[config.mk]
export PLATFORM = sky130hd
export DESIGN_NAME = vred_chunk_sequencer_flat
export DESIGN_NICKNAME = d
export VERILOG_FILES = /design/src/rtl/vred_chunk_sequencer_if.sv /design/src/rtl/vred_chunk_sequencer.sv /design/src/flat_wrapper.sv
export SDC_FILE = /design/constraint.sdc
export NUM_CORES = 1
export LEC_CHECK = 0
export ABC_CLOCK_PERIOD_IN_PS = 7500
export CAP_MARGIN = 20
export CORE_ASPECT_RATIO = 0.6
export CORE_MARGIN = 3
export CORE_UTILIZATION = 47
export DETAILED_ROUTE_END_ITERATION = 8
export PLACE_DENSITY = 0.79
export REMOVE_ABC_BUFFERS = 1
export SETUP_SLACK_MARGIN = 0.15
export SKIP_CTS_REPAIR_TIMING = 1
export SLEW_MARGIN = 20
export SYNTH_ARGS = -nofsm -noshare
export SYNTH_HDL_FRONTEND = slang
export SYNTH_SLANG_ARGS = --single-unit
[constraint.sdc]
create_clock -name clk -period 7.5 [get_ports clk]
set_input_delay 1.5 -clock clk [delete_from_list [all_inputs] [get_ports clk]]
set_output_delay 1.5 -clock clk [all_outputs]
set_load 0.02 [all_outputs]
[src/rtl/vred_chunk_sequencer_if.sv]
// rtl/vred_chunk_sequencer_if.sv - request, VRF read and framed chunk stream signals of the reduction front end
interface vred_chunk_sequencer_if #(
    parameter int DATA_WIDTH  = 64,
    parameter int ADDR_WIDTH  = 5,
    parameter int VL_WIDTH    = 11,
    parameter int OPSEL_WIDTH = 2,
    parameter int SEW_WIDTH   = 2
);
    logic                   req_valid;
    logic                   req_ready;
    logic [ADDR_WIDTH-1:0]  req_base;
    logic [VL_WIDTH-1:0]    req_vl;
    logic [SEW_WIDTH-1:0]   req_sew;
    logic [OPSEL_WIDTH-1:0] req_opSel;
    logic                   rd_en;
    logic [ADDR_WIDTH-1:0]  rd_addr;
    logic [DATA_WIDTH-1:0]  rd_data;
    logic [DATA_WIDTH-1:0]  out_vec;
    logic                   out_valid;
    logic                   out_start;
    logic                   out_end;
    logic [OPSEL_WIDTH-1:0] out_opSel;
    logic [SEW_WIDTH-1:0]   out_sew;
    logic                   done;

    modport master (
        output req_valid, req_base, req_vl, req_sew, req_opSel, rd_data,
        input  req_ready, rd_en, rd_addr, out_vec, out_valid, out_start, out_end,
               out_opSel, out_sew, done
    );

    modport slave (
        input  req_valid, req_base, req_vl, req_sew, req_opSel, rd_data,
        output req_ready, rd_en, rd_addr, out_vec, out_valid, out_start, out_end,
               out_opSel, out_sew, done
    );
endinterface

[src/rtl/vred_chunk_sequencer.sv]
// rtl/vred_chunk_sequencer.sv - reads a vector from the VRF chunk by chunk and emits a framed, tail-masked stream
module vred_chunk_sequencer #(
    parameter int DATA_WIDTH  = 64,
    parameter int ADDR_WIDTH  = 5,
    parameter int VL_WIDTH    = 11,
    parameter int OPSEL_WIDTH = 2,
    parameter int SEW_WIDTH   = 2
) (
    input logic                  clk,
    input logic                  rst,
    vred_chunk_sequencer_if.slave bus
);
    typedef enum logic [1:0] {S_IDLE, S_ISSUE, S_DRAIN, S_DONE} state_t;

    state_t                 state;
    logic                   req_ready_q;
    logic                   rd_en_q;
    logic [ADDR_WIDTH-1:0]  rd_addr_q;
    logic [VL_WIDTH-1:0]    issue_idx;
    logic [VL_WIDTH-1:0]    last_idx;
    logic [3:0]             keep_bytes;
    logic [SEW_WIDTH-1:0]   sew_q;
    logic [OPSEL_WIDTH-1:0] op_q;
    logic                   sb_valid, sb_start, sb_end;
    logic [DATA_WIDTH-1:0]  out_vec_q;
    logic                   out_valid_q, out_start_q, out_end_q, done_q;
    logic [OPSEL_WIDTH-1:0] out_opsel_q;
    logic [SEW_WIDTH-1:0]   out_sew_q;

    logic [3:0]             req_epc;
    logic [VL_WIDTH:0]      req_chunks;
    logic [VL_WIDTH-1:0]    req_vl_m1;
    logic [2:0]             req_tail_pos;
    logic [3:0]             req_keep;
    logic [7:0]             fill_byte;
    logic [DATA_WIDTH-1:0]  masked;

    // The final chunk keeps only its first keep_bytes bytes; that count is fixed per request.
    always_comb begin
        req_epc      = 4'd8 >> bus.req_sew;
        req_chunks   = ({1'b0, bus.req_vl} + {{(VL_WIDTH-3){1'b0}}, req_epc} - 1'b1) >> (2'd3 - bus.req_sew);
        req_vl_m1    = bus.req_vl - 1'b1;
        req_tail_pos = req_vl_m1[2:0] & 3'(req_epc - 4'd1);
        req_keep     = 4'(({1'b0, req_tail_pos} + 4'd1) << bus.req_sew);
    end

    assign fill_byte = (op_q == 2'b01) ? 8'hFF : 8'h00;

    always_comb begin
        masked = bus.rd_data;
        for (int b = 0; b < DATA_WIDTH/8; b++) begin
            if (sb_end && (4'(b) >= keep_bytes))
                masked[8*b +: 8] = fill_byte;
        end
    end

    always_ff @(posedge clk) begin
        if (rst) begin
            state       <= S_IDLE;
            req_ready_q <= 1'b1;
            rd_en_q     <= 1'b0;
            rd_addr_q   <= '0;
            issue_idx   <= '0;
            last_idx    <= '0;
            keep_bytes  <= '0;
            sew_q       <= '0;
            op_q        <= '0;
            sb_valid    <= 1'b0;
            sb_start    <= 1'b0;
            sb_end      <= 1'b0;
            out_vec_q   <= '0;
            out_valid_q <= 1'b0;
            out_start_q <= 1'b0;
            out_end_q   <= 1'b0;
            out_opsel_q <= '0;
            out_sew_q   <= '0;
            done_q      <= 1'b0;
        end else begin
            // Sideband flags follow each read by one cycle so they line up with rd_data.
            sb_valid    <= rd_en_q;
            sb_start    <= rd_en_q && (issue_idx == '0);
            sb_end      <= rd_en_q && (issue_idx == last_idx);
            out_valid_q <= sb_valid;
            out_start_q <= sb_start;
            out_end_q   <= sb_end;
            out_vec_q   <= sb_valid ? masked : '0;
            out_opsel_q <= sb_valid ? op_q : '0;
            out_sew_q   <= sb_valid ? sew_q : '0;
            done_q      <= 1'b0;

            case (state)
                S_IDLE: begin
                    if (bus.req_valid) begin
                        sew_q       <= bus.req_sew;
                        op_q        <= bus.req_opSel;
                        last_idx    <= VL_WIDTH'(req_chunks - 1'b1);
                        keep_bytes  <= req_keep;
                        issue_idx   <= '0;
                        req_ready_q <= 1'b0;
                        if (bus.req_vl == '0) begin
                            state  <= S_DONE;
                            done_q <= 1'b1;
                        end else begin
                            state     <= S_ISSUE;
                            rd_en_q   <= 1'b1;
                            rd_addr_q <= bus.req_base;
                        end
                    end
                end
                S_ISSUE: begin
                    if (issue_idx == last_idx) begin
                        rd_en_q   <= 1'b0;
                        rd_addr_q <= '0;
                        state     <= S_DRAIN;
                    end else begin
                        issue_idx <= issue_idx + 1'b1;
                        rd_addr_q <= rd_addr_q + 1'b1;
                    end
                end
                S_DRAIN: begin
                    if (out_valid_q && out_end_q) begin
                        state  <= S_DONE;
                        done_q <= 1'b1;
                    end
                end
                default: begin
                    state       <= S_IDLE;
                    req_ready_q <= 1'b1;
                end
            endcase
        end
    end

    assign bus.req_ready = req_ready_q;
    assign bus.rd_en     = rd_en_q;
    assign bus.rd_addr   = rd_addr_q;
    assign bus.out_vec   = out_vec_q;
    assign bus.out_valid = out_valid_q;
    assign bus.out_start = out_start_q;
    assign bus.out_end   = out_end_q;
    assign bus.out_opSel = out_opsel_q;
    assign bus.out_sew   = out_sew_q;
    assign bus.done      = done_q;
endmodule
[src/flat_wrapper.sv]
// flat-port wrapper written by rule: the top's interface ports become plain ports
module vred_chunk_sequencer_flat 
#(
    parameter int DATA_WIDTH  = 64,
    parameter int ADDR_WIDTH  = 5,
    parameter int VL_WIDTH    = 11,
    parameter int OPSEL_WIDTH = 2,
    parameter int SEW_WIDTH   = 2
)
  (clk, rst, bus_req_valid, bus_req_base, bus_req_vl, bus_req_sew, bus_req_opSel, bus_rd_data, bus_req_ready, bus_rd_en, bus_rd_addr, bus_out_vec, bus_out_valid, bus_out_start, bus_out_end, bus_out_opSel, bus_out_sew, bus_done);
  vred_chunk_sequencer_if #(.DATA_WIDTH(DATA_WIDTH), .ADDR_WIDTH(ADDR_WIDTH), .VL_WIDTH(VL_WIDTH), .OPSEL_WIDTH(OPSEL_WIDTH), .SEW_WIDTH(SEW_WIDTH)) bus_i ();
  input logic clk;
  input logic rst;
  input wire logic [$bits(bus_i.req_valid)-1:0] bus_req_valid;
  input wire logic [$bits(bus_i.req_base)-1:0] bus_req_base;
  input wire logic [$bits(bus_i.req_vl)-1:0] bus_req_vl;
  input wire logic [$bits(bus_i.req_sew)-1:0] bus_req_sew;
  input wire logic [$bits(bus_i.req_opSel)-1:0] bus_req_opSel;
  input wire logic [$bits(bus_i.rd_data)-1:0] bus_rd_data;
  output wire logic [$bits(bus_i.req_ready)-1:0] bus_req_ready;
  output wire logic [$bits(bus_i.rd_en)-1:0] bus_rd_en;
  output wire logic [$bits(bus_i.rd_addr)-1:0] bus_rd_addr;
  output wire logic [$bits(bus_i.out_vec)-1:0] bus_out_vec;
  output wire logic [$bits(bus_i.out_valid)-1:0] bus_out_valid;
  output wire logic [$bits(bus_i.out_start)-1:0] bus_out_start;
  output wire logic [$bits(bus_i.out_end)-1:0] bus_out_end;
  output wire logic [$bits(bus_i.out_opSel)-1:0] bus_out_opSel;
  output wire logic [$bits(bus_i.out_sew)-1:0] bus_out_sew;
  output wire logic [$bits(bus_i.done)-1:0] bus_done;
  assign bus_i.req_valid = bus_req_valid;
  assign bus_i.req_base = bus_req_base;
  assign bus_i.req_vl = bus_req_vl;
  assign bus_i.req_sew = bus_req_sew;
  assign bus_i.req_opSel = bus_req_opSel;
  assign bus_i.rd_data = bus_rd_data;
  assign bus_req_ready = bus_i.req_ready;
  assign bus_rd_en = bus_i.rd_en;
  assign bus_rd_addr = bus_i.rd_addr;
  assign bus_out_vec = bus_i.out_vec;
  assign bus_out_valid = bus_i.out_valid;
  assign bus_out_start = bus_i.out_start;
  assign bus_out_end = bus_i.out_end;
  assign bus_out_opSel = bus_i.out_opSel;
  assign bus_out_sew = bus_i.out_sew;
  assign bus_done = bus_i.done;
  vred_chunk_sequencer #(.DATA_WIDTH(DATA_WIDTH), .ADDR_WIDTH(ADDR_WIDTH), .VL_WIDTH(VL_WIDTH), .OPSEL_WIDTH(OPSEL_WIDTH), .SEW_WIDTH(SEW_WIDTH)) u_core (.clk(clk), .rst(rst), .bus(bus_i));
endmodule
==> results of run 1 <==
## worst max-delay path: stages
cell,delay (ns)
sky130_fd_sc_hd__clkdlybuf4s50_1,0.46
sky130_fd_sc_hd__buf_4,0.24
sky130_fd_sc_hd__inv_1,0.25
sky130_fd_sc_hd__nor2_1,0.33
sky130_fd_sc_hd__inv_1,0.08
sky130_fd_sc_hd__ha_1,0.24
sky130_fd_sc_hd__inv_1,0.09
sky130_fd_sc_hd__ha_1,0.20
sky130_fd_sc_hd__inv_1,0.07
sky130_fd_sc_hd__fa_1,0.45
sky130_fd_sc_hd__xor2_1,0.32
sky130_fd_sc_hd__mux4_2,0.34
sky130_fd_sc_hd__o311a_1,0.26
sky130_fd_sc_hd__nor4b_1,0.42
sky130_fd_sc_hd__nand4b_1,0.32
sky130_fd_sc_hd__nor4_1,0.39
sky130_fd_sc_hd__mux2i_1,0.26
sky130_fd_sc_hd__nand2_1,0.06
## registers in the layout, indices dropped and copies added (netlist names), 4 cells and up
register,cells
u_core.last_idx,11
u_core.bus.rd_addr,5
u_core.keep_bytes,4
u_core.issue_idx,11
u_core.bus.out_vec,64
## metrics by stage
stage	hold slack, ns	cells	instance area [um2]	util
after floorplan	0.414	663	5630	-
after global placement	0.432	994	7530	0.643
after global routing	0.466	1025	8130	0.695
final	0.452	1025	8130	0.695
after detailed placement	0.442	994	7530	0.643
after CTS	0.454	1025	8130	0.695
## worst paths after layout
path	start	end	slack (ns)	depth (start not counted)
setup / recovery	bus_req_sew[0]	u_core.last_idx[9]	1.52	18
hold / removal	u_core.sb_start	u_core.bus.out_start	0.45	1
setup reg to reg	u_core.state[0]	u_core.bus.rd_addr[3]	4.88	8
hold reg to reg	u_core.sb_start	u_core.bus.out_start	0.45	1
## routing by layer
layer / part of all wire / vias up / GRT usage
met5: 0 / - / 0
met4: 0.015 / 0 / 0.0662
met3: 0.10 / 27 / 0.0841
met2: 0.45 / 283 / 0.404
met1: 0.44 / 2749 / 0.370
li1: - / 2770 / -
## layout make-up
| cell class | count | share of cell area |
|---|---|---|
| flip-flops and latches | 114 | 0.281 |
| inverters | 40 | 0.0185 |
| multi-input cells | 509 | 0.394 |
| well taps | 160 | 0.0246 |
| clock inverters | 13 | 0.0198 |
| clock buffers | 18 | 0.0540 |
| repair buffers | 171 | 0.209 |
## kinds of logic (layout without fill, tap and decap cells)
group                      count (synthesis)  after routing  synth area share
muxes                                      6              6            0.0129
AOI/OAI and AO/OA                        187            187             0.211
xor gates and xnor gates                  28             28            0.0420
buffers and inverters                     77            242            0.0611
and+or+nand+nor                          260            260             0.222
adders and majority gates                 28             28            0.0613
DFF                                      114            114             0.391
## cells in the final DEF (no fill, tap or decap), drive strengths merged, types with 8 or more instances in the layout
master	Yosys	layout
clkbuf	26	18
dfxtp	114	114
o21ai	19	19
nor2	69	69
nor2b	13	13
nand2b	8	8
xor2	22	22
or3	9	9
inv	40	41
a21oi	91	91
nand2	81	81
clkdlybuf4s50	0	165
ha	27	27
nor3	15	15
nand3	10	10
or2	9	9
nor4	12	12
a211oi	9	9
## power by group through the flow
stage	clock [uW]	combinational [uW]	sequential, uW
6_report	815	613	711
3_5_place_dp	0	593	722
3_3_place_gp	0	578	718
5_1_grt	851	669	718
4_1_cts	821	605	711
2_1_floorplan	0	343	749
==> run summary, run 1 <==
In the final layout, the share of cells above drive strength 1 is 0.0751. The most common cell in the synthesized netlist is sky130_fd_sc_hd__dfxtp_1. The transition time at the pin with the least slew margin is slightly above 0.8 ns.

Of all nets on the critical path, the largest fanout is 23. The core region is roughly 12000 um2. The storage element area is between 2000 and 2500 um2.

The setup clock skew after layout came out at 0.0125 ns. The first-pass GRT wire length came out at just under 30 mm. The number of CTS-inserted buffers came out at 17.

TritonCTS built the clock tree. The average vias per placed instance is about 5.7. The number of H-tree levels came out at 4. The critical path endpoint category is a register. Counting instances in the post-synthesis netlist gives the leading cell types as 114 x sky130_fd_sc_hd__dfxtp_1, 91 x sky130_fd_sc_hd__a21oi_1, 81 x sky130_fd_sc_hd__nand2_1. The half-perimeter wire length after detailed placement is 13.6 mm. The clock tree root driver cell is sky130_fd_sc_hd__clkbuf_16.

The flow ran to the end, and the final reports show no timing, DRC or antenna violations. The final number of max-transition violations was 0. The number of distinct library cell variants in the gate-level netlist after synthesis is between 70 and 80. The worst-case headroom to the max-slew limit is 0.450. The weighted congestion at the end of routability-driven global placement came out at 0.968.

The worst-case IR drop observed on VDD is approximately 180 uV. Setup repair after global routing left no endpoint under its margin. The number of antenna diodes came out at 0. After floorplanning, the core was divided into 30 placement rows.

The yosys synthesis warning count is 0. The DRC violations left came out at 0. Among all flip-flop cells after synthesis, the most frequent one is sky130_fd_sc_hd__dfxtp_1. The flip-flop and latch count after synthesis is 114. For the worst-skew pair, the clock arrives at the later sink with an insertion delay of between 0.4 and 0.5 ns. The placement-stage worst setup slack is 1.27 ns. Data on the critical path arrives at its endpoint at around 6.3 ns. The critical path required time is around 8 ns. The floorplan step defined a die boundary enclosing between 10000 and 15000 um2. The clock drives roughly 110 sinks.

The final setup slack of the worst path came out at about 1.5 ns. The netlist area before placement came out at slightly below 6000 um2. Of the total power, the clock network draws 0.381.

The combined area of the multi-input logic cells is about 3200 um2. The leakage power of the design came out at approximately 0.0033 uW. The share of synthesized area in the top cell type comes to 0.391. The height of the die is approximately 92 um.

The synthesized design spends more area on one cell type than any other, namely sky130_fd_sc_hd__dfxtp_1. Entering global routing, the biggest net connects 66 pins. In the synthesized netlist the async set-or-reset flop fraction comes to 0. The area growth from synthesis to layout is 39.3%. The post-synthesis instance total is 700. The share of total power dissipated in combinational logic is 0.286. The detailed router's first-iteration violation count came out at around 550.

The total routed wirelength is ~19 mm. The detail-routed net length per standard cell came out at approximately 18 um. The layout filler cell count is 914. The number of enable-type register cells in the synthesized netlist is 0. The average cell area after synthesis is about 8.3 um2. The number of global-route vias before repair came out at approximately 5600. The internal portion of total power is ~1500 uW. The number of routed nets with antenna violations came out at 0. The relative contribution of sequential cells to total power came out at 0.333. The final net count came out at slightly below 1000.

The total number of vias is 5829. The die width is approximately 150 um. The highest clock rate came out at ~170 MHz.

The global route total overflow is 0. The hold violation total from the final report came out at 0. The total power after layout came out at between 2000 and 2500 uW.

The minimum clock period came out at between 5 and 6 ns. The kind of start point of the critical path is an input pin. The number of search-and-repair iterations in the first detailed-routing pass is 5. Of the total power, the share spent switching nets is 0.322. The class of the most critical setup path is in -> reg. The class of the tightest hold or removal check is reg -> reg. Dividing total power by cell area gives a power density of 263 nW/um2. The maximum clock path buffer count is 2. The initial antenna violation count is 0.

The reported max-cap violation count is 0. Of the synthesized area, sequential elements account for 0.391. In this run the tool buffered the top-level ports with between 150 and 200 buffer cells. The post-CTS clock slew at the launch and capture registers of the worst setup and hold paths came out at 0.05 ns. The period utilization is 0.798. In the global route stage, overall resource usage came out at 0.267. Summed over all nets, the switching power comes to 689 uW. Sorting the synthesized cells by area gives the leading types as sky130_fd_sc_hd__dfxtp_1 39%, sky130_fd_sc_hd__a21oi_1 7.8%, sky130_fd_sc_hd__ha_1 5.8%. The total negative slack came out at 0 ns. The number of I/O pins is about 170. Setup violations remaining at the end of the flow were counted as 0.

For this configuration, the core starts out at a cell density of 0.499.
Power figures use the tool's default switching activity.
==> inputs of run 2 (changes only) <==
--- a/config.mk
+++ b/config.mk
@@ -5,7 +5,7 @@
 export SDC_FILE = /design/constraint.sdc
 export NUM_CORES = 1
 export LEC_CHECK = 0
-export ABC_CLOCK_PERIOD_IN_PS = 7500
+export ABC_CLOCK_PERIOD_IN_PS = 5700
 export CAP_MARGIN = 20
 export CORE_ASPECT_RATIO = 0.6
 export CORE_MARGIN = 3
==> constraint.sdc (replaced) <==
create_clock -name clk -period 5.7 [get_ports clk]
set_input_delay 1.14 -clock clk [delete_from_list [all_inputs] [get_ports clk]]
set_output_delay 1.14 -clock clk [all_outputs]
set_load 0.02 [all_outputs]
==> run 2 against run 1 <==
- combinational power rose by 33%
- largest power group unchanged
- first-iteration DRC count shrank 21%
- critical endpoint unchanged
- core utilization is 0.32 points higher
- non-clock buffer count grew 4
==> run summary, run 2 (same netlist as run 1, synthesis figures left out) <==
The number of search-and-repair iterations in the first detailed-routing pass came out at 8 (was 5). The weighted congestion at the end of routability-driven global placement is 0.987 (was 0.968). The number of I/O pins was 166 (unchanged). Unrepaired setup endpoints after global routing: no (unchanged).

The maximum fanout encountered on the critical timing path came out at 7 (was 23). The worst ir drop on vdd came out at 208 uV (was 178 uV). The clock tree from TritonCTS is built (unchanged). The setup clock skew after layout is 0.0117 ns (was 0.0125 ns). The detailed router's first-iteration violation count came out at 430 (was 547). The clock tree root driver cell is sky130_fd_sc_hd__clkbuf_16 (unchanged).

The buffer and inverter count on the worst path is 5 (was 6). The placed cell count came out at 998 (was 994). The total negative slack came out at 0 ns (unchanged).

The share of final-layout standard cells stronger than drive strength 1 is 0.0805 (was 0.0751). The placement-stage worst setup slack came out at 0.0929 ns (was 1.27 ns). The family with the most delay on the worst path is simple AND/OR/NAND/NOR gates (unchanged).

The final net count came out at 972 (was 968). The global route total overflow is 0 (unchanged). The kind of start point of the critical path is an input pin (unchanged). The data arrival time at the worst-slack endpoint is 5.63 ns (was 6.28 ns).

The number of antenna diodes is 0 (unchanged). Ordered cell list for the critical path: clkdlybuf4s50_1 > inv_1 > nor2_1 > inv_1 > ha_1 > inv_1 > ha_1 > inv_1 > fa_1 > xor2_1 > mux4_2 > o311a_1 > nor4b_1 > nand4b_1 > nor4_1 > mux2i_1 > nand2_1 (was clkdlybuf4s50_1 > buf_4 > inv_1 > nor2_1 > inv_1 > ha_1 > inv_1 > ha_1 > inv_1 > fa_1 > xor2_1 > mux4_2 > o311a_1 > nor4b_1 > nand4b_1 > nor4_1 > mux2i_1 > nand2_1). The leading cell type in the layout, fill and taps excluded is sky130_fd_sc_hd__clkdlybuf4s50_1 (unchanged).

Derived from the worst setup path, the maximum achievable clock frequency is around 190 MHz. The transition time at the pin with the least slew margin came out at 0.777 ns (was 0.824 ns). The latest clock arrival within the worst-skew pair was 0.41 ns (about the same). The hold violation total from the final report came to 0 (unchanged). The die area came out at 13800 um2 (unchanged). The number of routed nets with antenna violations came out at 0 (unchanged). The half-perimeter wire length after detailed placement came out at 14.1 mm (was 13.6 mm). The starting utilization of the core area came out at 0.499 (unchanged).

The worst-case headroom to the max-slew limit is 0.482 (was 0.450). The number of CTS-inserted buffers is 17 (unchanged). The total number of vias was 5854 (was 5829). The final hold slack came out at 0.454 ns (was 0.452 ns). Most frequent cells in the layout: 165 x sky130_fd_sc_hd__clkdlybuf4s50_1, 114 x sky130_fd_sc_hd__dfxtp_1, 91 x sky130_fd_sc_hd__a21oi_1 (unchanged). The final setup slack of the worst path came out at 0.360 ns (was 1.52 ns). The critical path required time came to 5.99 ns (was 7.79 ns). The reported max-cap violation count came out at 0 (unchanged). The number of H-tree levels is 4 (unchanged).

The power density of the placed cells is 346 nW/um2 (was 263 nW/um2). The area growth from synthesis to layout was 39.9% (was 39.3%). The die width came out at 150 um (unchanged). The DRC violations left is 0 (unchanged).

The total routed wirelength came out at 18.9 mm (was 18.5 mm). The slowest cell on the critical path is sky130_fd_sc_hd__clkdlybuf4s50_1 (unchanged). Run status: finished, final reports clean (unchanged). Of the available clock period, the critical path in the final layout requires 0.937. The maximum clock path buffer count came to 2 (unchanged). The final number of max-transition violations came out at 0 (unchanged). The class of the tightest hold or removal check is reg -> reg (unchanged). The height of the die is 92.4 um (unchanged). The number of placement rows was 30 (unchanged). The post-CTS clock slew at the launch and capture registers of the worst setup and hold paths is 0.05 ns (about the same). The count of buffers inserted at the top-level ports is 165 (unchanged). The critical path endpoint category is a register (unchanged). The number of setup violations in the final report is 0 (unchanged). The number of global-route vias before repair came to 5778 (was 5629).

The initial antenna violation count is 0 (unchanged). The largest net degree at the start of global routing is 40 (was 66). The peak per-stage delay on the critical path is 0.64 ns (was 0.46 ns). The core occupancy in the finished layout came to 0.698 (was 0.695). The total global routing track utilization is 0.268 (was 0.267). The total clock sinks is 114 (unchanged). The class of the most critical setup path was in -> reg (unchanged). The detail-routed net length per standard cell was 18.3 um (was 18.1 um).

The area of the core was 11700 um2 (unchanged). The clock period could shrink to 5.34 ns. The number of flip-flops in the largest register came to 64 (unchanged). The first-pass GRT wire length came to 29.4 mm (about the same). The number of non-filler instances in the completed layout was 1030 (was 1025).

The cell seen most often among critical-path stages is sky130_fd_sc_hd__inv_1 (unchanged). The average vias per placed instance came out at 5.68 (was 5.69). The leakage power of the design is 0.00337 uW (was 0.00335 uW).
==> run 2: changes by cell type in the layout (fill, tap and decap cells not counted) <==
cell,before,now
sky130_fd_sc_hd__buf_4,6,10
sky130_fd_sc_hd__nor3_1,15,14
sky130_fd_sc_hd__clkbuf_1,0,1
sky130_fd_sc_hd__clkinvlp_4,4,5
sky130_fd_sc_hd__nor3_2,0,1
sky130_fd_sc_hd__clkinv_4,2,1
==> run 2: final cells by class <==
type	instances	area, um2
Fill cell	891	3540
Multi-Input combinational cell	509	3210
Sequential cell	114	2280
Timing Repair Buffer	175	1730
Clock buffer	19	443
Tap cell	160	200
Clock inverter	13	160
Inverter	40	150
==> run 2: stage by stage <==
stage | cell area [um2] | power [uW]
floorplan | 5630 | 1440
global placement | 7560 | 1710
detailed placement | 7560 | 1740
finish | 8170 | 2820
global route | 8170 | 2950
CTS | 8170 | 2820
==> run 2: layer usage <==
metal  routed length [um]  up-vias  global-route usage  share of wire
met5                    0        -                   0              0
met4                  452        0              0.0776          0.024
met3                 1670       38              0.0924          0.088
met2                 8590      269               0.417           0.45
met1                 8190     2774               0.353           0.43
li1                     -     2773                   -              -
==> run 2: where the power goes <==
group	leakage [uW]	internal [uW]	switching, uW	total, uW
logic	0.00216	340	476	816
registers	0.000926	878	56.8	935
clock network	0.000281	697	376	1070
==> run 2: path summary, 6_finish.rpt <==
kind / from / endpoint / slack [ns] / depth (start not counted)
worst max-delay path: bus_req_sew[0] / u_core.last_idx[9] / 0.36 / 17
worst min-delay path: u_core.sb_start / u_core.bus.out_start / 0.45 / 1
worst max register to register: u_core.state[0] / u_core.bus.rd_addr[3] / 3.04 / 8
worst min register to register: u_core.sb_start / u_core.bus.out_start / 0.45 / 1
==> run 2: worst register-to-register path: cells and delay by family, from the launching register on <==
family,cells,cell delay [ns]
compound gates,2,0.91
fa+ha+maj,1,0.28
buf+inv,1,0.09
flops,1,0.39
simple gates,4,0.86
==> inputs of run 3 (changes only) <==
--- a/config.mk
+++ b/config.mk
@@ -5,13 +5,12 @@
 export SDC_FILE = /design/constraint.sdc
 export NUM_CORES = 1
 export LEC_CHECK = 0
-export ABC_CLOCK_PERIOD_IN_PS = 5700
+export ABC_CLOCK_PERIOD_IN_PS = 4900
 export CAP_MARGIN = 20
 export CORE_ASPECT_RATIO = 0.6
 export CORE_MARGIN = 3
-export CORE_UTILIZATION = 47
+export CORE_UTILIZATION = 35
 export DETAILED_ROUTE_END_ITERATION = 8
-export PLACE_DENSITY = 0.79
 export REMOVE_ABC_BUFFERS = 1
 export SETUP_SLACK_MARGIN = 0.15
 export SKIP_CTS_REPAIR_TIMING = 1
==> constraint.sdc (replaced) <==
create_clock -name clk -period 4.9 [get_ports clk]
set_input_delay 0.98 -clock clk [delete_from_list [all_inputs] [get_ports clk]]
set_output_delay 0.98 -clock clk [all_outputs]
set_load 0.02 [all_outputs]
==> run 3 against run 2 <==
- worst setup slack better by 0.014 ns
- hold slack worse by 0.0092 ns
- final cell count is 8.7% higher
- sequential share of layout area is 1.1 points lower
- count of clock-buffer cells in the layout stayed put
- die area is 32% higher
- critical path depth is 2 higher
- wire length is 1.6% lower
- largest cell class unchanged
- global-route usage is 6.7 points lower
- clock skew is 0.0050 ns higher
- critical endpoint is now u_core.last_idx[7]
==> run summary, run 3 (same netlist as run 1, synthesis figures left out) <==
The global route total overflow is 0 (unchanged). The number of search-and-repair iterations in the first detailed-routing pass is 5 (was 8). The power density of the placed cells is 395 nW/um2 (was 346 nW/um2). The area of the core came out at 15900 um2 (was 11700 um2). The first-pass GRT wire length is 29.8 mm (was 29.4 mm). The half-perimeter wire length after detailed placement is 14.2 mm (was 14.1 mm). The data arrival time at the worst-slack endpoint came to 4.81 ns (was 5.63 ns). The placed cell count is 1087 (was 998). The worst ir drop on vdd was 218 uV (was 208 uV).

The die area is 18300 um2 (was 13800 um2). The weighted congestion at the end of routability-driven global placement is 0.893 (was 0.987). The number of flip-flops in the largest register is 64 (unchanged). The starting utilization of the core area is 0.368 (was 0.499).

Of the available clock period, the critical path in the final layout requires 0.924. The hold violation total from the final report came to 0 (unchanged). The final number of max-transition violations is 0 (unchanged).

Run status: finished, final reports clean (unchanged). The number of routed nets with antenna violations came out at 0 (unchanged). The number of global-route vias before repair is 5471 (was 5778). The count of buffers inserted at the top-level ports came to 165 (unchanged). The class of the tightest hold or removal check was reg -> reg (unchanged). The reported max-cap violation count came out at 0 (unchanged). The number of H-tree levels is 4 (unchanged).

The number of antenna diodes came out at 0 (unchanged). The clock tree root driver cell is sky130_fd_sc_hd__clkbuf_16 (unchanged). The clock tree from TritonCTS is built (unchanged). The reg-to-reg setup timing slack came out at 2.36 ns (was 3.04 ns).

The number of I/O pins is 166 (unchanged). The largest net degree at the start of global routing is 53 (was 40). The setup clock skew after layout came out at 0.0167 ns (was 0.0117 ns). The endpoint of the most critical register-to-register path is u_core.bus.rd_addr[3] (unchanged). The leading cell type in the layout, fill and taps excluded is sky130_fd_sc_hd__clkdlybuf4s50_1 (unchanged). The maximum clock path buffer count was 2 (unchanged).

The path depth of the worst reg2reg path is 8 (unchanged). The source of the critical timing path is bus_req_sew[1] (was bus_req_sew[0]). The transition time at the pin with the least slew margin is 0.763 ns (was 0.777 ns). The die width is 173 um (was 150 um). The critical path required time is 5.19 ns (was 5.99 ns). The leakage power of the design is 0.00353 uW (was 0.00337 uW). Unrepaired setup endpoints after global routing: no (unchanged). The average vias per placed instance is 5.03 (was 5.68). The detailed router's first-iteration violation count is 443 (was 430). The kind of start point of the critical path is an input pin (unchanged).

The number of non-filler instances in the completed layout is 1120 (was 1030). The latest clock arrival within the worst-skew pair was 0.41 ns (about the same). The worst-case headroom to the max-slew limit came to 0.485 (was 0.482). The number of cells on the worst hold path came out at 1 (unchanged). Most frequent cells in the layout: 165 x sky130_fd_sc_hd__clkdlybuf4s50_1, 114 x sky130_fd_sc_hd__dfxtp_1, 90 x sky130_fd_sc_hd__a21oi_1 (was 165 x sky130_fd_sc_hd__clkdlybuf4s50_1, 114 x sky130_fd_sc_hd__dfxtp_1, 91 x sky130_fd_sc_hd__a21oi_1). The critical path endpoint category is a register (unchanged). The total clock sinks came out at 114 (unchanged).

The initial antenna violation count came out at 0 (unchanged). The start point of the worst hold path is u_core.sb_start (unchanged). The maximum fanout encountered on the critical timing path is 4 (was 7). The share of final-layout standard cells stronger than drive strength 1 came out at 0.114 (was 0.0805). The post-CTS clock slew at the launch and capture registers of the worst setup and hold paths came out at 0.05 ns (about the same). For this run, the top clock speed supported by timing is approximately 220 MHz.

The final net count is 1000 (was 972). The number of setup violations in the final report was 0 (unchanged). The minimum clock period is approximately 4.5 ns. The launching point of the worst reg2reg path is u_core.state[1] (was u_core.state[0]). The total global routing track utilization came out at 0.201 (was 0.268). The number of CTS-inserted buffers came out at 17 (unchanged).

The total negative slack is 0 ns (unchanged). The height of the die came to 106 um (was 92.4 um). The area growth from synthesis to layout came out at 45.8% (was 39.9%).

The total routed wirelength came out at 18.6 mm (was 18.9 mm). The detail-routed net length per standard cell came out at 16.6 um (was 18.3 um). The endpoint with the worst hold slack was u_core.bus.out_start (unchanged). The total number of vias came out at 5630 (was 5854).

The number of placement rows is 35 (was 30). The DRC violations left came out at 0 (unchanged). The class of the most critical setup path was in -> reg (unchanged).
run 3: per-layer routing:
metal	track usage	wire length [um]	vias up
met1	0.300	9770	2630
met5	0	0	-
met2	0.290	7700	150
li1	-	-	2839
met4	0.0491	146	0
met3	0.0460	983	11
run 3: per-stage QoR:
step           hold WS (ns)   util  instance area, um2  total power, uW  worst slack [ns]
6_report              0.445  0.537                8510             3360             0.375
5_1_grt               0.465  0.537                8510             3550             0.172
4_1_cts               0.451  0.534                8460             3370             0.419
3_5_place_dp          0.433  0.495                7840             2060            0.0221
3_3_place_gp          0.426  0.495                7840             2050             0.116
2_1_floorplan         0.414      -                5630             1670             0.603
run 3: worst max-delay path, stage by stage:
cell and delay (ns):
sky130_fd_sc_hd__clkdlybuf4s50_1 0.50, sky130_fd_sc_hd__inv_1 0.08, sky130_fd_sc_hd__nor2_1 0.16, sky130_fd_sc_hd__inv_1 0.07, sky130_fd_sc_hd__ha_1 0.27, sky130_fd_sc_hd__inv_1 0.06, sky130_fd_sc_hd__ha_1 0.18, sky130_fd_sc_hd__inv_1 0.06
sky130_fd_sc_hd__fa_1 0.44, sky130_fd_sc_hd__buf_4 0.18, sky130_fd_sc_hd__nor2b_4 0.13, sky130_fd_sc_hd__o211ai_1 0.13, sky130_fd_sc_hd__buf_4 0.19, sky130_fd_sc_hd__a211oi_1 0.42, sky130_fd_sc_hd__nor4_2 0.14, sky130_fd_sc_hd__nor2_1 0.27
sky130_fd_sc_hd__a2111o_1 0.18, sky130_fd_sc_hd__o311ai_1 0.09, sky130_fd_sc_hd__o31a_1 0.28
run 3: area by class of cell:
cell class | count | area, um2
fillers | 1455 | 7340
multi-input cells | 509 | 3240
clock inverters | 13 | 184
clock buffers | 19 | 433
flip-flops and latches | 114 | 2280
repair buffers | 203 | 1950
well taps | 222 | 278
inverters | 40 | 150
run 3: worst max-delay path by stage:
stage	end	slack, ns	depth (start not counted)
after floorplan	u_core.last_idx[8]	0.60	19
after global placement	u_core.last_idx[7]	0.12	18
after detailed placement	u_core.last_idx[8]	0.02	19
after CTS	u_core.last_idx[7]	0.42	18
after global routing	u_core.last_idx[10]	0.17	19
final	u_core.last_idx[7]	0.37	19
run 3: report_power, final:
part | switching, uW | total [uW] | internal (uW)
Clock | 441 | 1290 | 851
Sequential | 64.0 | 1090 | 1020
Combinational | 552 | 982 | 430
Total | 1060 | 3360 | 2300
